## src/rtl/fetch_buffer.sv

```systemverilog
// rtl/fetch_buffer.sv - instruction fetch buffer: 8-halfword queue feeding a 48-bit F-stage window
// Optional macro FETCH_BUF_PERF_EN adds the starve_cnt performance counter output.
module fetch_buffer #(
  parameter logic [31:0] RESET_PC = 32'h0
) (
  input  logic        clk,
  input  logic        reset,
  input  logic        redirect,
  input  logic [31:0] redirect_pc,
  input  logic        consume,
  input  logic [1:0]  consume_len,
  output logic        win_valid,
  output logic [31:0] win_pc,
  output logic        win_mode,
  output logic [2:0]  win_off,
  output logic [47:0] win_inst,
  output logic        imem_req,
  output logic [31:0] imem_addr,
  input  logic        imem_ack,
  input  logic [31:0] imem_rdata
`ifdef FETCH_BUF_PERF_EN
  ,
  output logic [31:0] starve_cnt
`endif
);

  typedef enum logic [1:0] {S_IDLE, S_REQ, S_DROP} state_t;

  state_t      state;
  logic [15:0] q [8];
  logic [2:0]  head;
  logic [3:0]  count;
  logic [31:0] fa;
  logic        skip;

  logic [1:0]  cons_n;
  logic [1:0]  fill_n;
  logic        take;
  logic [3:0]  count_after;
  logic        space_ok;
  logic [2:0]  tail;
  logic [2:0]  tail_p1;
  logic [31:0] tgt_fa;

  // A redirect kills any data arriving in the same cycle, so it never counts as a fill.
  always_comb begin
    cons_n      = (consume && win_valid) ? consume_len : 2'd0;
    take        = (state == S_REQ) && imem_ack && !redirect;
    fill_n      = take ? (skip ? 2'd1 : 2'd2) : 2'd0;
    count_after = count - {2'b00, cons_n} + {2'b00, fill_n};
    space_ok    = (count_after <= 4'd6);
    tail        = head + count[2:0];
    tail_p1     = tail + 3'd1;
    tgt_fa      = {redirect_pc[31:2], 2'b00};
  end

  assign win_valid = (count >= 4'd3);
  assign win_off   = win_pc[2:0];
  assign win_inst  = {q[head], q[head + 3'd1], q[head + 3'd2]};

  always_ff @(posedge clk or posedge reset) begin
    if (reset) begin
      state     <= S_IDLE;
      imem_req  <= 1'b0;
      imem_addr <= 32'h0;
      count     <= 4'd0;
      head      <= 3'd0;
      win_pc    <= RESET_PC;
      win_mode  <= 1'b0;
      fa        <= {RESET_PC[31:2], 2'b00};
      skip      <= RESET_PC[1];
      for (int i = 0; i < 8; i++) q[i] <= 16'h0;
    end else if (redirect) begin
      count    <= 4'd0;
      win_pc   <= {redirect_pc[31:1], 1'b0};
      win_mode <= redirect_pc[0];
      skip     <= redirect_pc[1];
      fa       <= tgt_fa;
      // An outstanding request cannot be withdrawn; wait out its ack in DROP.
      if (state != S_IDLE && !imem_ack) begin
        state <= S_DROP;
      end else begin
        state     <= S_REQ;
        imem_req  <= 1'b1;
        imem_addr <= tgt_fa;
      end
    end else begin
      count  <= count_after;
      head   <= head + {1'b0, cons_n};
      win_pc <= win_pc + {29'd0, cons_n, 1'b0};
      case (state)
        S_IDLE: begin
          if (space_ok) begin
            state     <= S_REQ;
            imem_req  <= 1'b1;
            imem_addr <= fa;
          end
        end
        S_REQ: begin
          if (imem_ack) begin
            if (skip) begin
              q[tail] <= imem_rdata[15:0];
            end else begin
              q[tail]    <= imem_rdata[31:16];
              q[tail_p1] <= imem_rdata[15:0];
            end
            skip <= 1'b0;
            fa   <= fa + 32'd4;
            if (space_ok) begin
              imem_addr <= fa + 32'd4;
            end else begin
              state    <= S_IDLE;
              imem_req <= 1'b0;
            end
          end
        end
        S_DROP: begin
          if (imem_ack) begin
            state     <= S_REQ;
            imem_addr <= fa;
          end
        end
        default: begin
          state    <= S_IDLE;
          imem_req <= 1'b0;
        end
      endcase
    end
  end

`ifdef FETCH_BUF_PERF_EN
  always_ff @(posedge clk or posedge reset) begin
    if (reset) begin
      starve_cnt <= 32'h0;
    end else if (!win_valid && !redirect) begin
      starve_cnt <= starve_cnt + 32'd1;
    end
  end
`endif

endmodule

```

## config.mk

```make
export PLATFORM = sky130hd
export DESIGN_NAME = fetch_buffer
export DESIGN_NICKNAME = d
export VERILOG_FILES = /design/src/rtl/fetch_buffer.sv
export SDC_FILE = /design/constraint.sdc
export NUM_CORES = 1
export LEC_CHECK = 0
export ABC_AREA = 1
export CAP_MARGIN = 20
export CORE_UTILIZATION = 56
export CTS_BUF_LIST = sky130_fd_sc_hd__clkbuf_4 sky130_fd_sc_hd__clkbuf_8 sky130_fd_sc_hd__clkbuf_16
export DETAILED_ROUTE_END_ITERATION = 6
export PLACE_DENSITY_LB_ADDON = 0.08
export SKIP_LAST_GASP = 1
export SLEW_MARGIN = 40
export SYNTH_ARGS = -nofsm -noshare
export SYNTH_HDL_FRONTEND = slang
export SYNTH_SLANG_ARGS = --single-unit
```

## constraint.sdc

```tcl
create_clock -name clk -period 9.2 [get_ports clk]
set_input_delay 1.38 -clock clk [delete_from_list [all_inputs] [get_ports clk]]
set_output_delay 1.38 -clock clk [all_outputs]
set_load 0.005 [all_outputs]
```

==> results.json <==
{
  "timing.hold.ws_ns": 0.4761,
  "tightestPinTransition_ns": 0.8662,
  "drc": 0,
  "cts_setup_buffers": 0,
  "yosysTopAreaCellShare_pct": 35.67,
  "critPathArrivalTime_ns": 3.72,
  "cts.htree.levels": 1,
  "p_total_w": 0.007112,
  "finalCritPeriodShare_pct": 55.43,
  "io_pins": 189,
  "clockBufferDepth": 3,
  "p_leak_nw": 8.852,
  "via_per_inst": 6.077,
  "clk_pin_slew_worst_paths_ns": 0.06,
  "cts_resized": 0,
  "outcome": "finished, final reports clean",
  "grt_pass1_vias": 17040,
  "cp_cell_sequence": "buf_12 -> ha_2 -> xor2_2 -> buf_4 -> a21oi_1 -> a32oi_1 -> clkdlybuf4s50_1",
  "setup_viol": 0,
  "synth_edf_count": 0,
  "hold_depth": 2,
  "antenna_found_initial": 6,
  "drive_above_1_share_pct": 5.107,
  "max_stage_delay_ns": 0.67,
  "design.core.area_mm2": 0.02863,
  "die_y_um": 172.5,
  "synth.largest_area_cell": "dfrtp_1",
  "fill_cells": 2519,
  "overflow": 0,
  "synth.most_common_cell": "nand2_1",
  "setup_tns_ns": 0,
  "cts_tree": "built",
  "ys.flop_type": "dfrtp_1",
  "rsz0062_at_grt": "false",
  "ys_seq_area_share_pct": 35.67,
  "clock_skew_ns": 0.01211,
  "grt_pass1_wl_um": 94860,
  "synth_cell_types": 47,
  "synth-seq-cells": 232,
  "wire_per_inst_um": 20.71,
  "cts.sinks": 232,
  "hold_buffers": 0,
  "hp-class": "reg2reg",
  "worstSetupStartpointType": "flip-flop",
  "power.density_mw_per_mm2": 368.7,
  "synthCells": 2504,
  "pre_cts_ws_ns": 3.896,
  "area_growth_pct": 18.50,
  "max-slew-margin-rel_pct": 41.90,
  "r2r_cells": 12,
  "async_flop_share_pct": 100.0,
  "placedInstanceArea_mm2": 0.01835,
  "cap_violations": 0,
  "cp_slowest_cell": "xor2_2",
  "place.gp.congestion": 0.9711,
  "rows": 62,
  "critPathMaxFanout": 67,
  "synthTopCellsByArea": "dfrtp_1 (36%), nand2_1 (22%), o21ai_0 (6.7%)",
  "postLayoutSetupSlackWorst_ns": 4.100,
  "worstSetupEndpointType": "output port",
  "grtUsageTotal_pct": 42.38,
  "numPortBuffers": 186,
  "fin_crit_ns": 5.100,
  "yosysWarnings": 0,
  "nNetsFinal": 2692,
  "ff2ff_setup_slack_ns": 4.66,
  "vias": 18300,
  "drt_iter0_markers": 2762,
  "syn_avg_cell_area_um2": 6.500,
  "drt_wl_total_um": 62350,
  "die_area_mm2": 0.02975,
  "drt_pass1_iterations": 7,
  "root_buffer": "clkbuf_16",
  "ys_top_cells_by_count": "nand2_1 (966), dfrtp_1 (232), o21ai_0 (217)",
  "numCtsBuffers": 26,
  "crit_type": "reg2out",
  "drt.antenna.violating_nets": 0,
  "syn_area_mm2": 0.01628,
  "design_area_mm2": 0.01929,
  "die_w_um": 172.5,
  "hpwl_um": 42060,
  "max_freq_mhz": 196.1,
  "start_util_pct": 56.86,
  "hold_viol_final": 0,
  "grt_start_max_net_pins": 120,
  "crit_required_ns": 7.82,
  "clock_latency_ns": 0.56,
  "ir_worst_vdd_mv": 0.3104,
  "slew_violations": 0
}
==> critical path: cells and delay by family (launching register included) <==
| kind | cells | cell delay, ns |
|---|---|---|
| fa+ha+maj | 1 | 0.25 |
| xor+xnor | 1 | 0.67 |
| compound gates | 2 | 0.51 |
| flops | 1 | 0.43 |
| buf+inv | 3 | 1.29 |
==> final cells by class <==
type                    count  area, um^2  share of cell area, %
multi-input cells        1916        9101                  47.18
flip-flops and latches    232        5809                  30.12
repair buffers            212        2195                  11.38
inverters                 216       825.8                  4.281
clock buffers              34       759.5                  3.937
well taps                 384       480.5                  2.491
clock inverters            14       110.1                 0.5708
diodes                      3       7.507                0.03892
==> flip-flops by register name, summed over array words and instances (netlist names) <==
signal and cells:
fa 30, imem_addr 31, imem_req 1, win_pc 31, head 3, state 2, count 4, q 128
win_mode 1, skip 1
==> cells by family (layout without fill, tap and decap cells) <==
kind of cell / after synthesis / count (layout) / synth area share, %
compound gates: 487 / 487 / 16.82
other cells: 1 / 5 / 0.02304
xor+xnor: 30 / 30 / 1.614
simple gates: 1380 / 1380 / 35.36
fa+ha+maj: 17 / 17 / 1.537
buf+inv: 357 / 476 / 8.978
flops: 232 / 232 / 35.67
==> cells in the final DEF (no fill, tap or decap), types with 7 or more instances in the layout <==
| cell | netlist | layout |
|---|---|---|
| nand3_1 | 152 | 150 |
| nor2_1 | 139 | 136 |
| inv_2 | 10 | 10 |
| xor2_1 | 24 | 23 |
| nand4_1 | 51 | 51 |
| ha_1 | 12 | 11 |
| nor2_4 | 8 | 20 |
| o21ai_1 | 9 | 9 |
| inv_1 | 205 | 202 |
| nand2_2 | 7 | 7 |
| o21ai_0 | 217 | 217 |
| a32oi_1 | 15 | 15 |
| nand2_1 | 966 | 966 |
| clkinv_2 | 0 | 8 |
| clkdlybuf4s50_1 | 0 | 185 |
| clkbuf_16 | 0 | 27 |
| a31oi_1 | 8 | 8 |
| buf_4 | 14 | 14 |
| o211ai_1 | 24 | 24 |
| nor3_1 | 23 | 23 |
| dfrtp_1 | 232 | 231 |
| a21oi_1 | 163 | 163 |
| a2bb2oi_1 | 31 | 31 |
==> per-stage QoR <==
stage	utilization [%]	instances
after floorplan	-	2505
after global placement	63.39	2950
after detailed placement	64.10	2958
after CTS	67.14	3006
after global routing	67.38	3011
final	67.38	3011
==> power by group <==
part | total (W) | internal (W) | switching (W)
sequential | 0.00174 | 0.00141 | 0.000325
combinational | 0.00430 | 0.00149 | 0.00281
clock | 0.00107 | 0.000610 | 0.000464
==> path summary, 6_finish.rpt <==
kind	startpoint	end
min	imem_addr[6]	imem_addr[6]
max in group asynchronous	reset	fa[31]
min in group asynchronous	reset	q[51]
min reg2reg	imem_addr[6]	imem_addr[6]
max reg2reg	head[0]	q[118]
max	head[0]	win_inst[27]
==> per-layer routing <==
layer | global-route usage, % | vias up | wire length (um)
li1 | - | 8347 | -
met1 | 50.61 | 8452 | 22350
met2 | 66.29 | 1209 | 28110
met3 | 10.14 | 288 | 6890
met4 | 31.97 | 2 | 4982
met5 | 0 | - | 23
No activity file was read; power rests on OpenSTA's default activity.
